## src/rtl/uart_rx_pkg.sv

```systemverilog
// Shared UART definitions: FSM state encodings and default bit timing.
// Used by both the receiver and the transmitter.
package uart_rx_pkg;

   typedef enum logic [2:0] {
      IDLE      = 3'd0,
      START     = 3'd1,
      DATA_BITS = 3'd2,
      STOP      = 3'd3,
      CLEAN     = 3'd4
   } uart_state_e;

   localparam int CLKS_PER_BIT_DEF = 4;

endpackage

```

## src/rtl/uart_rx_sync.sv

```systemverilog
// Two-flop synchroniser for asynchronous inputs.
// Both stages reset to 1 so an idle-high line never looks like a start bit.
module uart_rx_sync #(
   parameter int WIDTH = 1
) (
   input  logic             i_clk,
   input  logic             i_rst_n,
   input  logic [WIDTH-1:0] i_d,
   output logic [WIDTH-1:0] o_q
);

   logic [WIDTH-1:0] meta_q;
   logic [WIDTH-1:0] sync_q;

   always_ff @(posedge i_clk or negedge i_rst_n) begin
      if (!i_rst_n) begin
         meta_q <= '1;
         sync_q <= '1;
      end else begin
         meta_q <= i_d;
         sync_q <= meta_q;
      end
   end

   assign o_q = sync_q;

endmodule

```

## src/rtl/uart_rx.sv

```systemverilog
// 8N1 UART receiver: synchronise, confirm start at mid-bit, sample
// data mid-bit, check stop bit, strobe the received byte.
module uart_rx
   import uart_rx_pkg::*;
#(
   parameter int CLKS_PER_BIT = CLKS_PER_BIT_DEF,
   parameter int m            = 8
) (
   input  logic         i_clk,
   input  logic         i_rst_n,
   input  logic         i_enable,
   input  logic         i_Rx_serial,
   output logic         o_Rx_DV,
   output logic [m-1:0] o_Rx_byte,
   output logic         o_Rx_active,
   output logic         o_frame_err
);

   localparam int CW = $clog2(CLKS_PER_BIT) + 1;
   localparam int BW = (m > 1) ? $clog2(m) : 1;
   localparam logic [CW-1:0] HALF_C   = CW'((CLKS_PER_BIT - 1) / 2);
   localparam logic [CW-1:0] LAST_C   = CW'(CLKS_PER_BIT - 1);
   localparam logic [BW-1:0] LAST_BIT = BW'(m - 1);

   logic rx_s;

   uart_state_e    state_q, state_d;
   logic [CW-1:0]  count_q, count_d;
   logic [BW-1:0]  bit_q, bit_d;
   logic [m-1:0]   shift_q, shift_d;
   logic [m-1:0]   byte_q, byte_d;
   logic           dv_q, dv_d;
   logic           ferr_q, ferr_d;
   logic           active_q, active_d;

   uart_rx_sync #(.WIDTH(1)) u_sync (
      .i_clk   (i_clk),
      .i_rst_n (i_rst_n),
      .i_d     (i_Rx_serial),
      .o_q     (rx_s)
   );

   always_comb begin
      state_d  = state_q;
      count_d  = count_q;
      bit_d    = bit_q;
      shift_d  = shift_q;
      byte_d   = byte_q;
      dv_d     = 1'b0;
      ferr_d   = 1'b0;
      active_d = active_q;
      unique case (state_q)
         IDLE: begin
            count_d  = '0;
            bit_d    = '0;
            active_d = 1'b0;
            if (i_enable && !rx_s) state_d = START;
         end
         START: begin
            if (!i_enable) begin
               state_d  = IDLE;
               count_d  = '0;
               active_d = 1'b0;
            end else if (count_q == HALF_C) begin
               count_d = '0;
               if (!rx_s) begin
                  state_d  = DATA_BITS;
                  bit_d    = '0;
                  active_d = 1'b1;
               end else begin
                  state_d = IDLE;
               end
            end else begin
               count_d = count_q + 1'b1;
            end
         end
         DATA_BITS: begin
            if (!i_enable) begin
               state_d  = IDLE;
               count_d  = '0;
               active_d = 1'b0;
            end else if (count_q == LAST_C) begin
               count_d        = '0;
               shift_d[bit_q] = rx_s;
               if (bit_q == LAST_BIT) state_d = STOP;
               else bit_d = bit_q + 1'b1;
            end else begin
               count_d = count_q + 1'b1;
            end
         end
         STOP: begin
            if (!i_enable) begin
               state_d  = IDLE;
               count_d  = '0;
               active_d = 1'b0;
            end else if (count_q == LAST_C) begin
               count_d  = '0;
               active_d = 1'b0;
               state_d  = CLEAN;
               if (rx_s) begin
                  byte_d = shift_q;
                  dv_d   = 1'b1;
               end else begin
                  ferr_d = 1'b1;
               end
            end else begin
               count_d = count_q + 1'b1;
            end
         end
         CLEAN: begin
            count_d = '0;
            bit_d   = '0;
            state_d = IDLE;
         end
         default: begin
            state_d  = IDLE;
            count_d  = '0;
            bit_d    = '0;
            active_d = 1'b0;
         end
      endcase
   end

   always_ff @(posedge i_clk or negedge i_rst_n) begin
      if (!i_rst_n) begin
         state_q  <= IDLE;
         count_q  <= '0;
         bit_q    <= '0;
         shift_q  <= '0;
         byte_q   <= '0;
         dv_q     <= 1'b0;
         ferr_q   <= 1'b0;
         active_q <= 1'b0;
      end else begin
         state_q  <= state_d;
         count_q  <= count_d;
         bit_q    <= bit_d;
         shift_q  <= shift_d;
         byte_q   <= byte_d;
         dv_q     <= dv_d;
         ferr_q   <= ferr_d;
         active_q <= active_d;
      end
   end

   assign o_Rx_DV     = dv_q;
   assign o_Rx_byte   = byte_q;
   assign o_Rx_active = active_q;
   assign o_frame_err = ferr_q;

endmodule

```

## config.mk

```make
export PLATFORM = sky130hd
export DESIGN_NAME = uart_rx
export DESIGN_NICKNAME = d
export VERILOG_FILES = /design/src/rtl/uart_rx_pkg.sv /design/src/rtl/uart_rx_sync.sv /design/src/rtl/uart_rx.sv
export SDC_FILE = /design/constraint.sdc
export NUM_CORES = 1
export LEC_CHECK = 0
export CORE_UTILIZATION = 49
export DETAILED_ROUTE_END_ITERATION = 12
export PLACE_DENSITY = 0.73
export SYNTH_ARGS = -nofsm -noshare
export SYNTH_HDL_FRONTEND = slang
export SYNTH_SLANG_ARGS = --single-unit
```

## constraint.sdc

```tcl
create_clock -name i_clk -period 2 [get_ports i_clk]
set_input_delay 0.6 -clock i_clk [delete_from_list [all_inputs] [get_ports i_clk]]
set_output_delay 0.6 -clock i_clk [all_outputs]
set_load 0.005 [all_outputs]
```

==> metrics.md <==
| Metric | Value |
|---|---|
| Max Cap Viol | `0` |
| Clock Tree Root | `clkbuf_4` |
| Synth Area per Inst | `12.3 um^2` |
| Sequential area share after synthesis | `52.9%` |
| Arrival @ worst endpoint | `about 2400 ps` |
| Global-route wire length before repair | `4540 um` |
| Max-slew violations | `0` |
| CTS buffer count | `5` |
| Worst setup path end | `bit_q[0]$_DFFE_PN0P_` |
| Max VDD drop | `0.775 mV` |
| Detailed router's first-iteration violation count | `23` |
| Vias per cell | `5.54` |
| Most common cell after layout, fill and taps aside | `dfrtp_1` |
| Async S/R FF share, synth | `100%` |
| Wire per inst | `between 10 and 15 um` |
| Layout Nets | `157` |
| WL final | `2650 um` |
| Final core utilization | `about 64%` |
| Crit path buffers/inverters | `0` |
| Post-synth top flop | `dfrtp_1` |
| Reg clk slew, reported paths | `100 ps` |
| Setup TNS | `-313 ps` |
| IO buf count | `14` |
| Worst min path class | `reg -> reg` |
| Worst flop-to-flop path startpoint | `bit_q[0]$_DFFE_PN0P_` |
| Pwr dens | `930 nW/um^2` |
| Crit Path Category | `reg -> reg` |
| Slew @ Worst Pin | `409 ps` |
| Io pins | `15` |
| WL met3 | `just under 90 um` |
| Synth Cell Area | `1420 um^2` |
| Critical path's top delay family | `simple AND/OR/NAND/NOR gates` |
| Pwr Total | `0.00165 W` |
| Share of layout cells above drive strength 1 | `33.8%` |
| Area Overhead vs Synth | `24.5%` |
| CP Launch Point | `bit_q[0]$_DFFE_PN0P_` |
| Final WS setup | `-136 ps` |
| Post-DP HPWL | `~1900 um` |
| Critical Path Max Stage Delay | `510 ps` |
| H-tree levels | `2` |
| Core area | `approximately 2800 um^2` |
| Wire length on met1 | `1200 um` |
| WP data required | `2230 ps` |
| Clk Latency, worst-skew pair | `around 330 ps` |
| Final Hold Viols | `0` |
| First-pass iteration count of the detailed router | `4` |
| Synthesized flop and latch total | `30` |
| Width of the die | `55.9 um` |
| CTS Sinks | `30` |
| Die H | `55.9 um` |
| Critical Path Stages | `6` |
| Cell leakage power | `0.839 nW` |
| Post-DRT Antenna Nets | `0` |
| Unrepaired setup endpoints after global routing | `yes` |
| Syn Inst Count | `116` |
| Finished Layout Cells | `179` |
| Critical path's slowest cell | `or4b_4` |
| Routability cong. | `0.836` |
| Initial antenna violation count | `0` |
| CTS tree | `built` |
| Commonest non-fill, non-tap cells in the layout | `dfrtp_1, mux2_2, buf_4` |
| Worst Setup Start Kind | `flop` |
| Post-Place Worst Slack | `-258 ps` |
| Via count | `992` |
| Hold Path Origin | `u_sync.meta_q$_DFF_PN1_` |
| Die area | `3120 um^2` |
| Post-synth EDFFs | `0` |
| R2R Path End | `bit_q[0]$_DFFE_PN0P_` |
| Status | `finished with violations` |
| Post-synthesis cell type count | `38` |
| R2R cell count | `6` |
| Cell Chain, Critical Path | `ha_2 -> ha_4 -> or4b_4 -> a222oi_1 -> nor2_1 -> mux2_4` |
| Minimum clock period | `2140 ps` |
| Post-synth net total | `126` |
| Final Setup Violations | `3` |
| Clock Tree Buf Depth | `2` |
| Clock Skews | `12.5 ps` |
| Uppermost layer routed | `met4` |
| Synth warnings | `0` |
| Pin count of the biggest net entering global routing | `31` |
| Initial Utilization | `51.6%` |
| Diode count | `0` |
| GRT Overall Usage | `19.2%` |
| Crit path max fanout | `2` |
| Gr ovfl total | `0` |
| Vias in the first global route | `1029` |
| Met2 WL | `1330 um` |
| Rel. slew slack | `72.8%` |
| Reg-to-reg setup timing slack | `-140 ps` |
| CP endpoint kind | `flop` |
| Fmax | `468 MHz` |
| DRC viols | `0` |
| Failing checks | `negative setup slack` |
| CTS Hold Bufs | `0` |
| Final worst-path cycle share | `107%` |
| # placed instances | `170` |
| Cell row count | `19` |
-- per-stage QoR --
stage	cell area [um^2]	hold WS, ps
2_1_floorplan	1440	304
3_3_place_gp	1700	345
3_5_place_dp	1700	347
4_1_cts	1770	360
5_1_grt	1770	366
6_report	1770	360
-- layout make-up --
| type | instances | area, um^2 |
|---|---|---|
| clock buffers | 6 | 51.3 |
| clock inverters | 2 | 12.5 |
| well taps | 31 | 38.8 |
| multi-input cells | 75 | 637 |
| repair buffers | 30 | 260 |
| flip-flops and latches | 30 | 753 |
| inverters | 5 | 18.8 |
| fillers | 218 | 986 |
-- flip-flops by register name, indices dropped and copies added (netlist names) --
register       flops
o_Rx_DV            1
o_frame_err        1
o_Rx_byte          8
u_sync.o_q         1
o_Rx_active        1
shift_q            8
bit_q              3
u_sync.meta_q      1
count_q            3
state_q            3
-- power by group --
group	total, W	internal (W)	switching (W)	leakage [nW]
logic	0.000534	0.000303	0.000232	0.397
registers	0.000729	0.000661	0.0000674	0.408
clock network	0.000385	0.000169	0.000216	0.0343
total	0.00165	0.00113	0.000516	0.839
-- worst reg2reg max path: cells and delay by family, from the launching register on --
| kind | cells | cell delay (ps) |
|---|---|---|
| AO/OA/AOI/OAI | 1 | 390 |
| adder cells (fa/ha/maj) | 2 | 360 |
| flip-flops | 1 | 400 |
| multiplexers | 1 | 270 |
| AND/OR/NAND/NOR | 2 | 610 |
-- worst min path at each step --
stage                     slack, ps              endpoint  cells after the start
after floorplan                 300  bit_q[0]$_DFFE_PN0P_                      0
after global placement          350  u_sync.o_q$_DFF_PN1_                      0
after detailed placement        350  u_sync.o_q$_DFF_PN1_                      0
after CTS                       360  u_sync.o_q$_DFF_PN1_                      0
after global routing            370  u_sync.o_q$_DFF_PN1_                      0
final                           360  u_sync.o_q$_DFF_PN1_                      0
-- cell usage after synthesis (all sizes together), types with 2 or more instances --
| master | n | area, um^2 |
|---|---|---|
| nand3b | 4 | 30.0 |
| ha | 6 | 75.1 |
| a21boi | 3 | 22.5 |
| nor2b | 4 | 25.0 |
| nand2b | 2 | 12.5 |
| nand2 | 6 | 22.5 |
| a21oi | 2 | 10.0 |
| clkbuf | 3 | 11.3 |
| dfstp | 2 | 52.6 |
| o31ai | 2 | 15.0 |
| buf | 3 | 21.3 |
| nor2 | 6 | 22.5 |
| nor3b | 2 | 15.0 |
| nor3 | 2 | 10.0 |
| inv | 5 | 18.8 |
| dfrtp | 28 | 701 |
| mux2 | 18 | 206 |
-- kinds of logic after synthesis --
family | synth area share [%]
flops | 52.9
buf+inv | 3.61
mux | 14.5
xor+xnor | 0.616
compound gates | 7.65
simple gates | 15.4
fa+ha+maj | 5.28
-- per-layer routing --
layer	track usage, %	vias to the layer above
met2	31.8	14
met1	23.2	499
li1	-	473
met3	5.35	6
met4	8.71	0
met5	0	-
-- timing repair --
action | CTS | global route
pin swaps | 5 | 2
endpoints found under the setup margin | 3 | 4
gates resized for setup | 0 | 1
setup buffers | 1 | 0
Power figures use the tool's default switching activity.
==> variant, RTL diff (config.mk and constraints unchanged) <==
Register the inputs `i_enable` and `i_Rx_serial` before use, cleared by the reset. The logic sees them one clock later.
--- a/src/rtl/uart_rx.sv
+++ b/src/rtl/uart_rx.sv
@@ -24,2 +24,15 @@
 
+   logic i_enable_q;
+   logic i_Rx_serial_q;
+
+   always_ff @(posedge i_clk or negedge i_rst_n) begin
+      if (!i_rst_n) begin
+         i_enable_q    <= '0;
+         i_Rx_serial_q <= '0;
+      end else begin
+         i_enable_q    <= i_enable;
+         i_Rx_serial_q <= i_Rx_serial;
+      end
+   end
+
    logic rx_s;
@@ -38,3 +51,3 @@
       .i_rst_n (i_rst_n),
-      .i_d     (i_Rx_serial),
+      .i_d     (i_Rx_serial_q),
       .o_q     (rx_s)
@@ -56,6 +69,6 @@
             active_d = 1'b0;
-            if (i_enable && !rx_s) state_d = START;
+            if (i_enable_q && !rx_s) state_d = START;
          end
          START: begin
-            if (!i_enable) begin
+            if (!i_enable_q) begin
                state_d  = IDLE;
@@ -77,3 +90,3 @@
          DATA_BITS: begin
-            if (!i_enable) begin
+            if (!i_enable_q) begin
                state_d  = IDLE;
@@ -91,3 +104,3 @@
          STOP: begin
-            if (!i_enable) begin
+            if (!i_enable_q) begin
                state_d  = IDLE;
Formal check against the unedited RTL: not equivalent (a bounded check fails within 10 cycles, from zero or initial values and one cycle with i_rst_n low).
==> variant against the unedited design <==
Setup slack gained 0.33 ns. Synthesized area grew 4.4%. Sequential share of layout area grew 3.8 points. Routed wire length shrank 15%. Sequential cell count grew 2. Design area shrank 2.0%. Critical path type is now reg2out.
Power is not compared: it rests on default switching activity, and its combinational part moved more than twofold at a synthesized area within 25%.
==> variant: results (changes against the unedited design) <==
- Status: finished, final reports clean
- CP Capture Point: o_Rx_byte[2]
- Buffer share of cell area: 9.37% (-5.3 points)
- Reg-to-reg setup timing slack: 0.25 ns (+0.39 ns)
- Hold_ws: 0.361 ns (+0.00147 ns)
- DR vias: 913 (-8.0%)
- Reg-to-Reg End: bit_q[2]$_DFFE_PN0P_
- Vias in the first global route: 939 (-8.7%)
- 1st-iter DRT viols: 22 (-4.3%)
- M2 GR Usage: 27.2% (-4.6 points)
- Largest net degree at the start of global routing: 33 (+6.5%)
- Layout fillers: 235 (+7.8%)
- CP Launch Point: o_Rx_byte[2]$_DFFE_PN0P_
- Number of multi-input logic gates: 76 (+1.3%)
- Area contributors post-synth: dfrtp_1 (51%), mux2_1 (12%), ha_1 (5.1%)
- Fraction of layout cells with a size suffix above 1: 13.0% (-21 points)
- M3 GR Usage: 6.12% (+0.77 points)
- First-pass GRT wire length: 4210 um (-7.3%)
- Multi-input logic portion of the cell area: 36.6% (+0.68 points)
- Slew @ Worst Pin: 0.386 ns (-0.0227 ns)
- Met2 routed WL: 1050 um (-21%)
- Clock Sinks: 32 (+6.7%)
- Met1 wire length: 1050 um (-13%)
- Critical-path top delay cell: clkdlybuf4s50_1
- Met3 WL: 114 um (+31%)
- R2r startpoint: count_q[0]$_DFF_PN0_
- CP top delay family: buffers and inverters
==> variant: logic make-up after synthesis <==
kind of cell	share of synthesized area (%)
multiplexers	13.6
flip-flops	54.1
AND/OR/NAND/NOR	16.3
buffers and inverters	3.12
AO/OA/AOI/OAI	7.92
adder cells (fa/ha/maj)	5.05
==> variant: power groups by stage <==
stage | clock [mW] | combinational [mW] | sequential [mW]
2_1_floorplan | 0 | 0.208 | 0.729
3_3_place_gp | 0 | 0.244 | 0.761
3_5_place_dp | 0 | 0.250 | 0.764
4_1_cts | 0.493 | 0.251 | 0.750
5_1_grt | 0.526 | 0.280 | 0.764
6_report | 0.474 | 0.249 | 0.750
==> variant: metrics by stage <==
stage | instance area, sq um | setup WS [ns] | cells
final | 1740 | 0.199 | 169
after global routing | 1740 | 0.139 | 169
after CTS | 1740 | 0.173 | 169
after detailed placement | 1660 | 0.247 | 161
after global placement | 1660 | 0.303 | 161
after floorplan | 1490 | 0.386 | 119
